## src/rtl/decode_stage.sv

```systemverilog
// decode_stage
// Handshaked MIPS-subset instruction decoder. It takes one instruction per
// cycle and, one cycle later, presents a registered control bundle. A lw that
// is still in the output register, or one that left in the previous cycle,
// blocks any incoming instruction that reads its destination.
//
// Handshake: a transfer happens on a rising edge where valid & ready are both
// high. The source holds valid and its data stable until that transfer. The
// valid signal never depends on ready.
//
// Ports
//   clk, rst_n            clock, asynchronous active-low reset
//   in_valid/in_ready     upstream handshake, in_instr = instruction word
//   out_valid/out_ready   downstream handshake for the decoded bundle
//   out_alu_func          001 add, 010 sub, 011 and, 100 or, 101 slt, 000 none
//   out_rs/out_rt/out_rd  source and destination register indices
//   out_reg_write         destination is written
//   out_imm/out_use_imm   extended immediate (or jump target), ALU B select
//   out_mem_load/out_mem_write/out_jump/out_branch/out_branch_ne  class flags
//   out_illegal           unrecognised opcode or funct
//   stall_cnt             saturating count of hazard-stall cycles
module decode_stage #(
  parameter int DATA_W     = 32,
  parameter int REG_AW     = 5,
  parameter int LOGIC_ZEXT = 1,
  parameter int CNT_W      = 16
) (
  input  logic              clk,
  input  logic              rst_n,
  input  logic              in_valid,
  input  logic [31:0]       in_instr,
  output logic              in_ready,
  output logic              out_valid,
  input  logic              out_ready,
  output logic [2:0]        out_alu_func,
  output logic [REG_AW-1:0] out_rs,
  output logic [REG_AW-1:0] out_rt,
  output logic [REG_AW-1:0] out_rd,
  output logic              out_reg_write,
  output logic [DATA_W-1:0] out_imm,
  output logic              out_use_imm,
  output logic              out_mem_load,
  output logic              out_mem_write,
  output logic              out_jump,
  output logic              out_branch,
  output logic              out_branch_ne,
  output logic              out_illegal,
  output logic [CNT_W-1:0]  stall_cnt
);

  localparam logic [2:0] ALU_NONE = 3'b000;
  localparam logic [2:0] ALU_ADD  = 3'b001;
  localparam logic [2:0] ALU_SUB  = 3'b010;
  localparam logic [2:0] ALU_AND  = 3'b011;
  localparam logic [2:0] ALU_OR   = 3'b100;
  localparam logic [2:0] ALU_SLT  = 3'b101;

  // ---------------------------------------------------------------------
  // Field extraction
  // ---------------------------------------------------------------------
  logic [5:0]        op;
  logic [5:0]        funct;
  logic [REG_AW-1:0] f_rs;
  logic [REG_AW-1:0] f_rt;
  logic [REG_AW-1:0] f_rd;
  logic [DATA_W-1:0] imm_sext;
  logic [DATA_W-1:0] imm_zext;
  logic [DATA_W-1:0] imm_jext;

  assign op       = in_instr[31:26];
  assign funct    = in_instr[5:0];
  assign f_rs     = REG_AW'(in_instr[25:21]);
  assign f_rt     = REG_AW'(in_instr[20:16]);
  assign f_rd     = REG_AW'(in_instr[15:11]);
  assign imm_sext = {{(DATA_W-16){in_instr[15]}}, in_instr[15:0]};
  assign imm_zext = {{(DATA_W-16){1'b0}}, in_instr[15:0]};
  assign imm_jext = {{(DATA_W-26){1'b0}}, in_instr[25:0]};

  // ---------------------------------------------------------------------
  // Combinational decode of the incoming instruction
  // ---------------------------------------------------------------------
  logic [2:0]        d_alu;
  logic [REG_AW-1:0] d_rd;
  logic              d_rw;
  logic [DATA_W-1:0] d_imm;
  logic              d_use_imm;
  logic              d_load;
  logic              d_store;
  logic              d_jump;
  logic              d_branch;
  logic              d_branch_ne;
  logic              d_illegal;

  always_comb begin
    d_alu       = ALU_NONE;
    d_rd        = '0;
    d_rw        = 1'b0;
    d_imm       = imm_sext;
    d_use_imm   = 1'b0;
    d_load      = 1'b0;
    d_store     = 1'b0;
    d_jump      = 1'b0;
    d_branch    = 1'b0;
    d_branch_ne = 1'b0;
    d_illegal   = 1'b0;
    case (op)
      6'h00: begin
        case (funct)
          6'h20:   d_alu = ALU_ADD;
          6'h22:   d_alu = ALU_SUB;
          6'h24:   d_alu = ALU_AND;
          6'h25:   d_alu = ALU_OR;
          6'h2A:   d_alu = ALU_SLT;
          default: d_illegal = 1'b1;
        endcase
        if (!d_illegal) begin
          d_rw = 1'b1;
          d_rd = f_rd;
        end
      end
      6'h08, 6'h0A, 6'h0C, 6'h0D: begin
        d_use_imm = 1'b1;
        d_rw      = 1'b1;
        d_rd      = f_rt;
        case (op)
          6'h08:   d_alu = ALU_ADD;
          6'h0A:   d_alu = ALU_SLT;
          6'h0C:   d_alu = ALU_AND;
          default: d_alu = ALU_OR;
        endcase
        // Logical immediates optionally treat the field as unsigned.
        if ((op == 6'h0C || op == 6'h0D) && LOGIC_ZEXT != 0) d_imm = imm_zext;
      end
      6'h23: begin
        d_alu     = ALU_ADD;
        d_use_imm = 1'b1;
        d_rw      = 1'b1;
        d_rd      = f_rt;
        d_load    = 1'b1;
      end
      6'h2B: begin
        d_alu     = ALU_ADD;
        d_use_imm = 1'b1;
        d_store   = 1'b1;
      end
      6'h04, 6'h05: begin
        d_alu       = ALU_SUB;
        d_branch    = 1'b1;
        d_branch_ne = (op == 6'h05);
      end
      6'h02: begin
        d_jump = 1'b1;
        d_imm  = imm_jext;
      end
      default: d_illegal = 1'b1;
    endcase
  end

  // ---------------------------------------------------------------------
  // Load-use hazard detection
  // ---------------------------------------------------------------------
  logic [REG_AW-1:0] bubble_dst;   // lw destination that left last cycle
  logic [REG_AW-1:0] held_lw_dst;  // lw destination still in the output reg
  logic              reads_rs;
  logic              reads_rt;
  logic              hit_held;
  logic              hit_bubble;
  logic              hazard;
  logic              xfer_in;
  logic              xfer_out;

  assign reads_rs    = (op != 6'h02);
  assign reads_rt    = (op == 6'h00) || (op == 6'h2B) || (op == 6'h04) || (op == 6'h05);
  assign held_lw_dst = (out_valid && out_mem_load) ? out_rd : '0;

  // A zero destination never matches, so $0 can never stall the pipe.
  assign hit_held   = (held_lw_dst != '0) &&
                      ((reads_rs && f_rs == held_lw_dst) || (reads_rt && f_rt == held_lw_dst));
  assign hit_bubble = (bubble_dst != '0) &&
                      ((reads_rs && f_rs == bubble_dst) || (reads_rt && f_rt == bubble_dst));
  assign hazard     = in_valid && (hit_held || hit_bubble);

  assign in_ready = (!out_valid || out_ready) && !hazard;
  assign xfer_in  = in_valid && in_ready;
  assign xfer_out = out_valid && out_ready;

  // ---------------------------------------------------------------------
  // Output register, bubble register, stall counter
  // ---------------------------------------------------------------------
  always_ff @(posedge clk or negedge rst_n) begin
    if (!rst_n) begin
      out_valid     <= 1'b0;
      out_alu_func  <= ALU_NONE;
      out_rs        <= '0;
      out_rt        <= '0;
      out_rd        <= '0;
      out_reg_write <= 1'b0;
      out_imm       <= '0;
      out_use_imm   <= 1'b0;
      out_mem_load  <= 1'b0;
      out_mem_write <= 1'b0;
      out_jump      <= 1'b0;
      out_branch    <= 1'b0;
      out_branch_ne <= 1'b0;
      out_illegal   <= 1'b0;
      bubble_dst    <= '0;
      stall_cnt     <= '0;
    end else begin
      if (xfer_in) begin
        out_valid     <= 1'b1;
        out_alu_func  <= d_alu;
        out_rs        <= f_rs;
        out_rt        <= f_rt;
        out_rd        <= d_rd;
        out_reg_write <= d_rw;
        out_imm       <= d_imm;
        out_use_imm   <= d_use_imm;
        out_mem_load  <= d_load;
        out_mem_write <= d_store;
        out_jump      <= d_jump;
        out_branch    <= d_branch;
        out_branch_ne <= d_branch_ne;
        out_illegal   <= d_illegal;
      end else if (xfer_out) begin
        out_valid <= 1'b0;
      end
      // Lives for exactly one cycle after a lw leaves the stage.
      bubble_dst <= (xfer_out && out_mem_load) ? out_rd : '0;
      if (hazard && stall_cnt != '1) stall_cnt <= stall_cnt + CNT_W'(1);
    end
  end

endmodule

```

## config.mk

```make
export PLATFORM = sky130hd
export DESIGN_NAME = decode_stage
export DESIGN_NICKNAME = d
export VERILOG_FILES = /design/src/rtl/decode_stage.sv
export SDC_FILE = /design/constraint.sdc
export NUM_CORES = 1
export LEC_CHECK = 0
export CAP_MARGIN = 20
export CORE_UTILIZATION = 48
export DETAILED_ROUTE_END_ITERATION = 8
export PLACE_DENSITY = 0.8
export SLEW_MARGIN = 20
export SYNTH_ARGS = -nofsm -noshare
export SYNTH_HDL_FRONTEND = slang
export SYNTH_SLANG_ARGS = --single-unit
export TNS_END_PERCENT = 10
```

## constraint.sdc

```tcl
create_clock -name clk -period 2.9 [get_ports clk]
set_input_delay 0.58 -clock clk [delete_from_list [all_inputs] [get_ports clk]]
set_output_delay 0.58 -clock clk [all_outputs]
set_load 0.01 [all_outputs]
```

==> results of run 1 <==
==> cell families (layout without fill, tap and decap cells) <==
| family | Yosys count | in the layout | share of synthesized area [%] |
|---|---|---|---|
| and+or+nand+nor | 107 | 107 | 14.48 |
| DFF | 75 | 75 | 46.80 |
| muxes | 57 | 57 | 18.94 |
| AOI/OAI and AO/OA | 44 | 44 | 7.395 |
| buffers and inverters | 44 | 194 | 5.522 |
| xor gates and xnor gates | 30 | 30 | 6.552 |
| adders and majority gates | 1 | 1 | 0.3120 |
==> sequential cells by signal, indices dropped and copies added, names as in the netlist, 3 cells and up <==
register / flops
out_imm: 27
stall_cnt: 16
bubble_dst: 5
out_rd: 5
out_rs: 5
out_rt: 5
out_alu_func: 3
==> critical path, delay by kind of cell <==
family          cells  cell delay, ps
compound gates      2             320
buf+inv             2             580
simple gates        4             790
==> path summary, 6_finish.rpt <==
kind	startpoint	to	slack, ps	cells past startpoint
max in group asynchronous	rst_n	stall_cnt[12]	1920	1
worst min-delay path	rst_n	out_imm[15]	370	1
worst min register to register	stall_cnt[9]	stall_cnt[9]	490	1
worst max-delay path	in_instr[31]	in_ready	60	8
min in group clk	stall_cnt[9]	stall_cnt[9]	490	1
worst max register to register	bubble_dst[1]	out_imm[5]	110	9
==> cells in the final DEF, fill, tap and decap left out, types with 3 or more instances in the layout <==
| cell type | count |
|---|---|
| clkdlybuf4s50_1 | 103 |
| dfrtp_1 | 75 |
| buf_4 | 41 |
| mux2_4 | 37 |
| nor2_1 | 26 |
| xnor2_1 | 23 |
| inv_1 | 20 |
| a21oi_1 | 17 |
| nand2_1 | 15 |
| nand3_1 | 15 |
| mux2i_1 | 14 |
| clkbuf_8 | 10 |
| and3_1 | 8 |
| nand4_1 | 8 |
| xor2_1 | 7 |
| nor3_1 | 7 |
| a31oi_1 | 6 |
| mux2_1 | 6 |
| a22o_1 | 5 |
| nand2b_1 | 4 |
| o32ai_1 | 4 |
| nor4bb_1 | 3 |
| o21ai_0 | 3 |
| bufinv_16 | 3 |
| dlymetal6s2s_1 | 3 |
| dlygate4sd2_1 | 3 |
==> power by group through the flow <==
stage / Sequential [uW] / Clock (uW) / Combinational [uW]
finish: 1190 / 974 / 660
global route: 1200 / 1040 / 702
CTS: 1190 / 990 / 664
detailed placement: 1210 / 0 / 642
global placement: 1210 / 0 / 628
floorplan: 1250 / 0 / 247
==> synth_stat cells, types with 2 or more instances <==
library cell	number
dfrtp_1	75
mux2_4	36
nor2_1	28
xnor2_1	23
inv_1	20
a21oi_1	18
nand2_1	15
nand3_1	15
mux2i_1	14
clkbuf_1	10
and3_1	8
nand4_1	8
mux2_1	7
nor3_1	7
xor2_1	7
a31oi_1	6
buf_4	6
a22o_1	5
buf_6	4
nand2b_1	4
o32ai_1	4
buf_2	3
nor4bb_1	3
o21ai_0	3
and2_1	2
nand3b_1	2
nand4b_1	2
nor2b_1	2
nor4_1	2
or4_1	2
==> layer usage <==
metal	vias up	share of wire, %	track usage [%]
met5	-	0	0
met4	0	1.8	8.077
met3	20	6.6	5.935
met2	150	49	42.46
met1	1634	42	32.91
li1	1544	-	-
==> cell type report <==
| type | instances | area (sq um) | area share (%) |
|---|---|---|---|
| multi-input cells | 239 | 1946 | 33.48 |
| flip-flops and latches | 75 | 1877 | 32.30 |
| repair buffers | 158 | 1544 | 26.57 |
| clock buffers | 11 | 141.4 | 2.433 |
| well taps | 102 | 127.6 | 2.196 |
| clock inverters | 5 | 100.1 | 1.723 |
| inverters | 20 | 75.07 | 1.292 |
==> timing repair <==
item,in CTS,in global routing
endpoints found under the setup margin,31,45
gates resized for setup,19,5
pin swaps,4,4
gates cloned,2,0
setup buffers,4,0
==> per-stage QoR <==
step	power, uW	instances	setup TNS (ps)	hold WS, ps	utilization [%]
floorplan	1495	358	0	284.4	-
CTS	2847	610	0	409.8	73.52
global placement	1835	588	-14880	475.7	68.94
detailed placement	1852	588	-17520	478.9	68.94
finish	2826	610	0	374.1	73.67
global route	2947	610	-9.512	457.6	73.67
==> results_dict.tcl, run 1 <==
set metrics [dict create \
    ys_seq_area_share_pct 46.80 \
    fmax_mhz 351.6 \
    place_area_sq_mm 0.005438 \
    setup_viol 0 \
    cts-buffers-inserted 9 \
    swShare_pct 24.86 \
    synth_edf_count 0 \
    via_per_inst 5.489 \
    p_clk_share_pct 34.5 \
    irDropWorstVdd_mv 0.2767 \
    crit_path_end_kind "output pin" \
    insertedDiodeCount 0 \
    synth_area_leaders "dfrtp_1 47%, mux2_4 13%, xnor2_1 5.0%" \
    htreeDepth 3 \
    hold_buffers 0 \
    hold_path_class "in2async" \
    crit_arrival_ps 2260 \
    clk_latency_ps 350 \
    post-route-period-util_pct 98.07 \
    crit_chain "clkdlybuf4s50_1 -> or4_4 -> nor2_4 -> nor4_4 -> a31oi_4 -> nand3_4 -> a21oi_2 -> buf_2" \
    gp_congestion 0.8695 \
    clock-root-buffer "clkbuf_8" \
    drt-initial-drc-count 183 \
    syn-num-nets 395 \
    synth-main-ff-cell "dfrtp_1" \
    cap_violations 0 \
    hpwl_um 7225 \
    worstPathRequired_ps 2320 \
    path_max_fanout 2 \
    critPathKind "in2out" \
    fin_area_sq_mm 0.005811 \
    ys_warn_count 0 \
    synth-seq-cells 75 \
    cts_tree "yes" \
    avgSynthCellArea_sq_um 11.20 \
    netlist_area_sq_mm 0.004010 \
    remaining_drc_errors 0 \
    status "complete, no violations" \
    grt.overflow.total 0 \
    async_flop_share_pct 100.0 \
    nets 540 \
    grt_util_all_layers_pct 25.51 \
    finalClockSkew_ps 7.942 \
    fp.dieW_um 93.40 \
    grt_pass1_wl_um 17130 \
    vias 3348 \
    antenna_left 0 \
    setup_ws_ps 55.90 \
    area_delta_synth_final_pct 44.90 \
    synth_top_cell_by_area "dfrtp_1" \
    num_rows 32 \
    synth.distinct_cells 47 \
    leakagePower_uw 0.002675 \
    grt_max_degree 76 \
    p_int_uw 2124 \
    hold_viol_final 0 \
    post-place-ws_ps -444.6 \
    antenna_found_initial 0 \
    finalMaxSlewViolations 0 \
    critPathSlowestCell "or4_4" \
    cts_sinks 75 \
    p_comb_share_pct 23.4 \
    fillCellCount 538 \
    power_frac_seq_pct 42.2 \
    numPortBuffers 111 \
    rsz0062_at_grt "true" \
    die_h_um 93.40 \
    dr.pass1.iters 5 \
    grt_pass1_vias 3440 \
    max_stage_delay_ps 460 \
    fin_crit_ps 2844 \
    routed_wl_um 10470 \
    start_util_pct 50.84 \
    path_clk_slew_ps 80 \
    yosysTopAreaCellShare_pct 46.80 \
    drive_above_1_share_pct 22.05 \
    core_sq_mm 0.007888 \
    clockBufferDepth 2 \
    io_pins 112 \
    die_area_sq_mm 0.008724 \
    switching_power_uw 702.5 \
    p_per_area_mw_per_mm2 486.4 \
    worstSetupStartpointType "primary input" \
    synth_cells 358 \
    routedWlPerCell_um 17.17 \
    slew_headroom_pct 37.08 \
    worst_pin_slew_ps 943.8 \
]
No activity file was read; power rests on OpenSTA's default activity.
==> run 2, diff against run 1 <==
CORE_MARGIN = 2   (was not set)
==> run 2 against run 1 <==
Compared with the run above: clock power down 31%; sequential power barely moved; utilization is 4.7 points lower; die area is 4.3% higher; hold slack lost 15 ps; largest power group unchanged; highest routed layer unchanged.
==> results_dict.tcl, run 2 (synthesis results as in run 1) <==
set metrics [dict create \
    path_clk_slew_ps 80 \
    clk_latency_ps 350 \
    hold_viol_final 0 \
    vias 3266 \
    crit_chain "clkdlybuf4s50_1 -> nor4bb_2 -> a31oi_1 -> o32ai_1 -> nand4_1 -> nand3_4 -> a21oi_2 -> buf_2" \
    hold_path_class "in2async" \
    routedWlPerCell_um 16.98 \
    hold_ws_ps 358.9 \
    finalClockSkew_ps 10.97 \
    start_util_pct 49.05 \
    dr.pass1.iters 4 \
    num_rows 33 \
    drive_above_1_share_pct 20.80 \
    die_h_um 95.40 \
    cp_top_family "buffers and inverters" \
    max_stage_delay_ps 560 \
    path_buf_inv 2 \
    critPathSlowestCell "clkdlybuf4s50_1" \
    routed_wl_um 10280 \
    nets 534 \
    cts-buffers-inserted 9 \
    path_max_fanout 5 \
    htreeDepth 3 \
    fin_area_sq_mm 0.005642 \
    finalMaxSlewViolations 0 \
    power.total_uw 2508 \
    top_regs "out_imm (27), stall_cnt (16)" \
    insertedDiodeCount 0 \
    irDropWorstVdd_mv 0.2875 \
    numPortBuffers 111 \
    fmax_mhz 359.5 \
    crit_path_end_kind "output pin" \
    worstPathRequired_ps 2320 \
    grt_util_all_layers_pct 23.86 \
    rsz0062_at_grt "false" \
    core_sq_mm 0.008175 \
    gp_congestion 0.9542 \
    grt_pass1_wl_um 16400 \
    fp.dieW_um 95.40 \
    final_cell_mix "103 x clkdlybuf4s50_1, 75 x dfrtp_1, 38 x buf_4" \
    area_delta_synth_final_pct 40.69 \
    cts_sinks 75 \
    fin_crit_ps 2782 \
    grt.overflow.total 0 \
    worst_pin_slew_ps 951.4 \
    post-place-ws_ps -456.4 \
    antenna_left 0 \
    largest_reg_flops 27 \
    status "complete, no violations" \
    die_area_sq_mm 0.009101 \
    clockBufferDepth 2 \
    p_per_area_mw_per_mm2 444.5 \
    worstSetupStartpointType "primary input" \
    fillCellCount 623 \
    slew_headroom_pct 36.58 \
    cts_setup_buffers 0 \
    grt_max_degree 76 \
    cap_violations 0 \
    hpwl_um 7256 \
    crit_arrival_ps 2200 \
    via_per_inst 5.398 \
    remaining_drc_errors 0 \
    io_pins 112 \
    grt_pass1_vias 3272 \
    setup_ws_ps 118.4 \
    clock-root-buffer "clkbuf_8" \
    drt-initial-drc-count 190 \
    post-route-period-util_pct 95.92 \
    top_register "out_imm" \
    place_area_sq_mm 0.005421 \
    antenna_found_initial 0 \
    leakagePower_uw 0.002589 \
    cts_tree "yes" \
    layout_commonest_cell "clkdlybuf4s50_1" \
    critPathKind "in2out" \
    setup_viol 0 \
]
-- run 2: worst paths after layout --
path                               start            end  slack [ps]  depth (start not counted)
setup / recovery            in_instr[20]       in_ready         120                          8
hold / removal                     rst_n    out_imm[14]         360                          1
hold reg to reg            stall_cnt[13]  stall_cnt[13]         500                          1
setup reg to reg           bubble_dst[1]      out_rd[1]         130                          9
max in group asynchronous          rst_n   out_mem_load        1900                          1
min in group clk           stall_cnt[13]  stall_cnt[13]         500                          1
-- run 2: where the power goes --
group	switching [uW]	internal, uW	total [uW]
Sequential	58.7	1130	1190
Clock	373	296	669
Combinational	259	386	646
Total	691	1820	2510
-- run 2: stage by stage --
| step | TNS (ps) | cells | utilization [%] |
|---|---|---|---|
| finish | 0 | 605 | 69.01 |
| global route | 0 | 605 | 69.01 |
| CTS | 0 | 605 | 68.76 |
| detailed placement | -18830 | 590 | 66.31 |
| global placement | -16830 | 590 | 66.31 |
| floorplan | 0 | 358 | - |
-- run 2: area by class of cell --
| class | instances | area (sq um) | share of cell area [%] |
|---|---|---|---|
| repair buffers | 152 | 1463 | 25.93 |
| clock buffers | 10 | 127.6 | 2.262 |
| multi-input cells | 239 | 1948 | 34.53 |
| inverters | 20 | 75.07 | 1.331 |
| well taps | 105 | 131.4 | 2.329 |
| clock inverters | 4 | 20.02 | 0.3548 |
| flip-flops and latches | 75 | 1877 | 33.27 |
-- run 2: repair_timing --
| item | in CTS | in global routing |
|---|---|---|
| cloned | 1 | 0 |
| setup endpoints to repair | 24 | 45 |
| pin swaps | 4 | 5 |
| hold buffers | 0 | 0 |
| resized for setup | 14 | 7 |
-- run 2: worst reg2reg max path: stages, from the launching register on --
cell and delay [ps]:
dfrtp_1 420, or4_1 550, nor2_2 170, nor3_1 110, a31oi_4 220, nand3_4 90
buf_6 160, or3_4 400, buf_16 200, mux2_1 330
-- run 2: per-layer routing --
| layer | global-route usage, % | vias up | part of all wire (%) |
|---|---|---|---|
| li1 | - | 1526 | - |
| met1 | 31.80 | 1606 | 43 |
| met2 | 38.67 | 114 | 49 |
| met3 | 3.320 | 20 | 5.5 |
| met4 | 11.07 | 0 | 2.5 |
| met5 | 0 | - | 0 |
==> edit (flow settings as in run 1) <==
Set the parameter `REG_AW` to 6 (it was 5).
--- a/src/rtl/decode_stage.sv
+++ b/src/rtl/decode_stage.sv
@@ -21,7 +21,7 @@
 //   stall_cnt             saturating count of hazard-stall cycles
 module decode_stage #(
   parameter int DATA_W     = 32,
-  parameter int REG_AW     = 5,
+  parameter int REG_AW     = 6,
   parameter int LOGIC_ZEXT = 1,
   parameter int CNT_W      = 16
 ) (
Ports: changed (resized out_rd, out_rs and out_rt); port bits go from 112 to 115. The function was not compared with the original's and may differ.
==> edit against run 1 <==
Largest power group unchanged. Non-clock buffer count up 2. Final area down 6.2%. Synthesized area down 6.1%. Critical path depth unchanged. Worst setup slack better by 0.039 ns. Sequential cell count unchanged. Power down 9.8%. Via count down 2.8%. Highest routed layer unchanged. Synthesized cell count up 0.84%. Count of clock-buffer cells in the layout down 2. Worst hold slack worse by 0.041 ns. Routed wire length down 8.9%.
==> edit: results <==
group,metric,value,unit
cells_and_area,clkCellAreaFrac,3.24,%
routing,wl_met3,409,um
cells_and_area,inverters,9,
place,gp_congestion,0.919,
cells_and_area,multi_input_area_share,31.7,%
routing,dr.pass1.iters,4,
worst_setup_path,crit_family,"buffers and inverters",
sta,max-slew-margin-rel,38.1,%
yosys,synth_compound_gate_area_share,9.87,%
worst_setup_path,cp_max_fo,5,
cells_and_area,nets,542,
global_routing,gr-usage-met1,32.3,%
place,dp.cells,593,
cells_and_area,num-multi-input-gates,250,
routing,vias_per_cell,5.34,
cells_and_area,n_antenna_cell,1,
cells_and_area,clockBufferCount,9,
global_routing,gr-usage-met2,39.3,%
worst_setup_path,cp_slowest_cell,"clkdlybuf4s50_1",
cells_and_area,multi_input_area,0.00173,mm2
worst_setup_path,rr_endpoint,"out_branch_ne",
run_status,outcome,"finished clean",
global_routing,grt_use_met3,3.54,%
cells_and_area,num-fill-cells,560,
worst_setup_path,r2r-start,"out_rd[3]",
global_routing,grt_pass1_wl,15700,um
yosys,synthXorXnorAreaFrac,7.91,%
worst_setup_path,max_stage_delay,0.52,ns
routing,drt_iter0_markers,219,
[edit: worst max-delay path by stage]
stage                     slack (ns)          from  cells after the start  endpoint
after floorplan                 0.42  in_instr[26]                     10  out_jump
after global placement         -0.48  in_instr[28]                      9  in_ready
after detailed placement       -0.48  in_instr[28]                      9  in_ready
after CTS                      0.007  in_instr[30]                      9  in_ready
after global routing           0.008  in_instr[30]                      9  in_ready
final                           0.09  in_instr[23]                      8  in_ready
[edit: power breakdown]
group	switching, W	leakage (nW)	total, W	internal (W)
sequential	0.0000547	0.936	0.00119	0.00114
clock	0.000402	0.0900	0.000718	0.000316
combinational	0.000277	1.40	0.000638	0.000361
total	0.000734	2.43	0.00255	0.00182
[edit: logic make-up after synthesis]
kind of cell | Yosys count
simple gates | 115
flops | 75
compound gates | 62
buf+inv | 38
mux | 35
xor+xnor | 34
fa+ha+maj | 1
other cells | 1
[edit: what timing repair did]
item	in CTS	in global routing
gates resized for setup	15	8
setup buffers	1	0
setup endpoints to repair	1	1
pin swaps	5	7
gates cloned	0	0
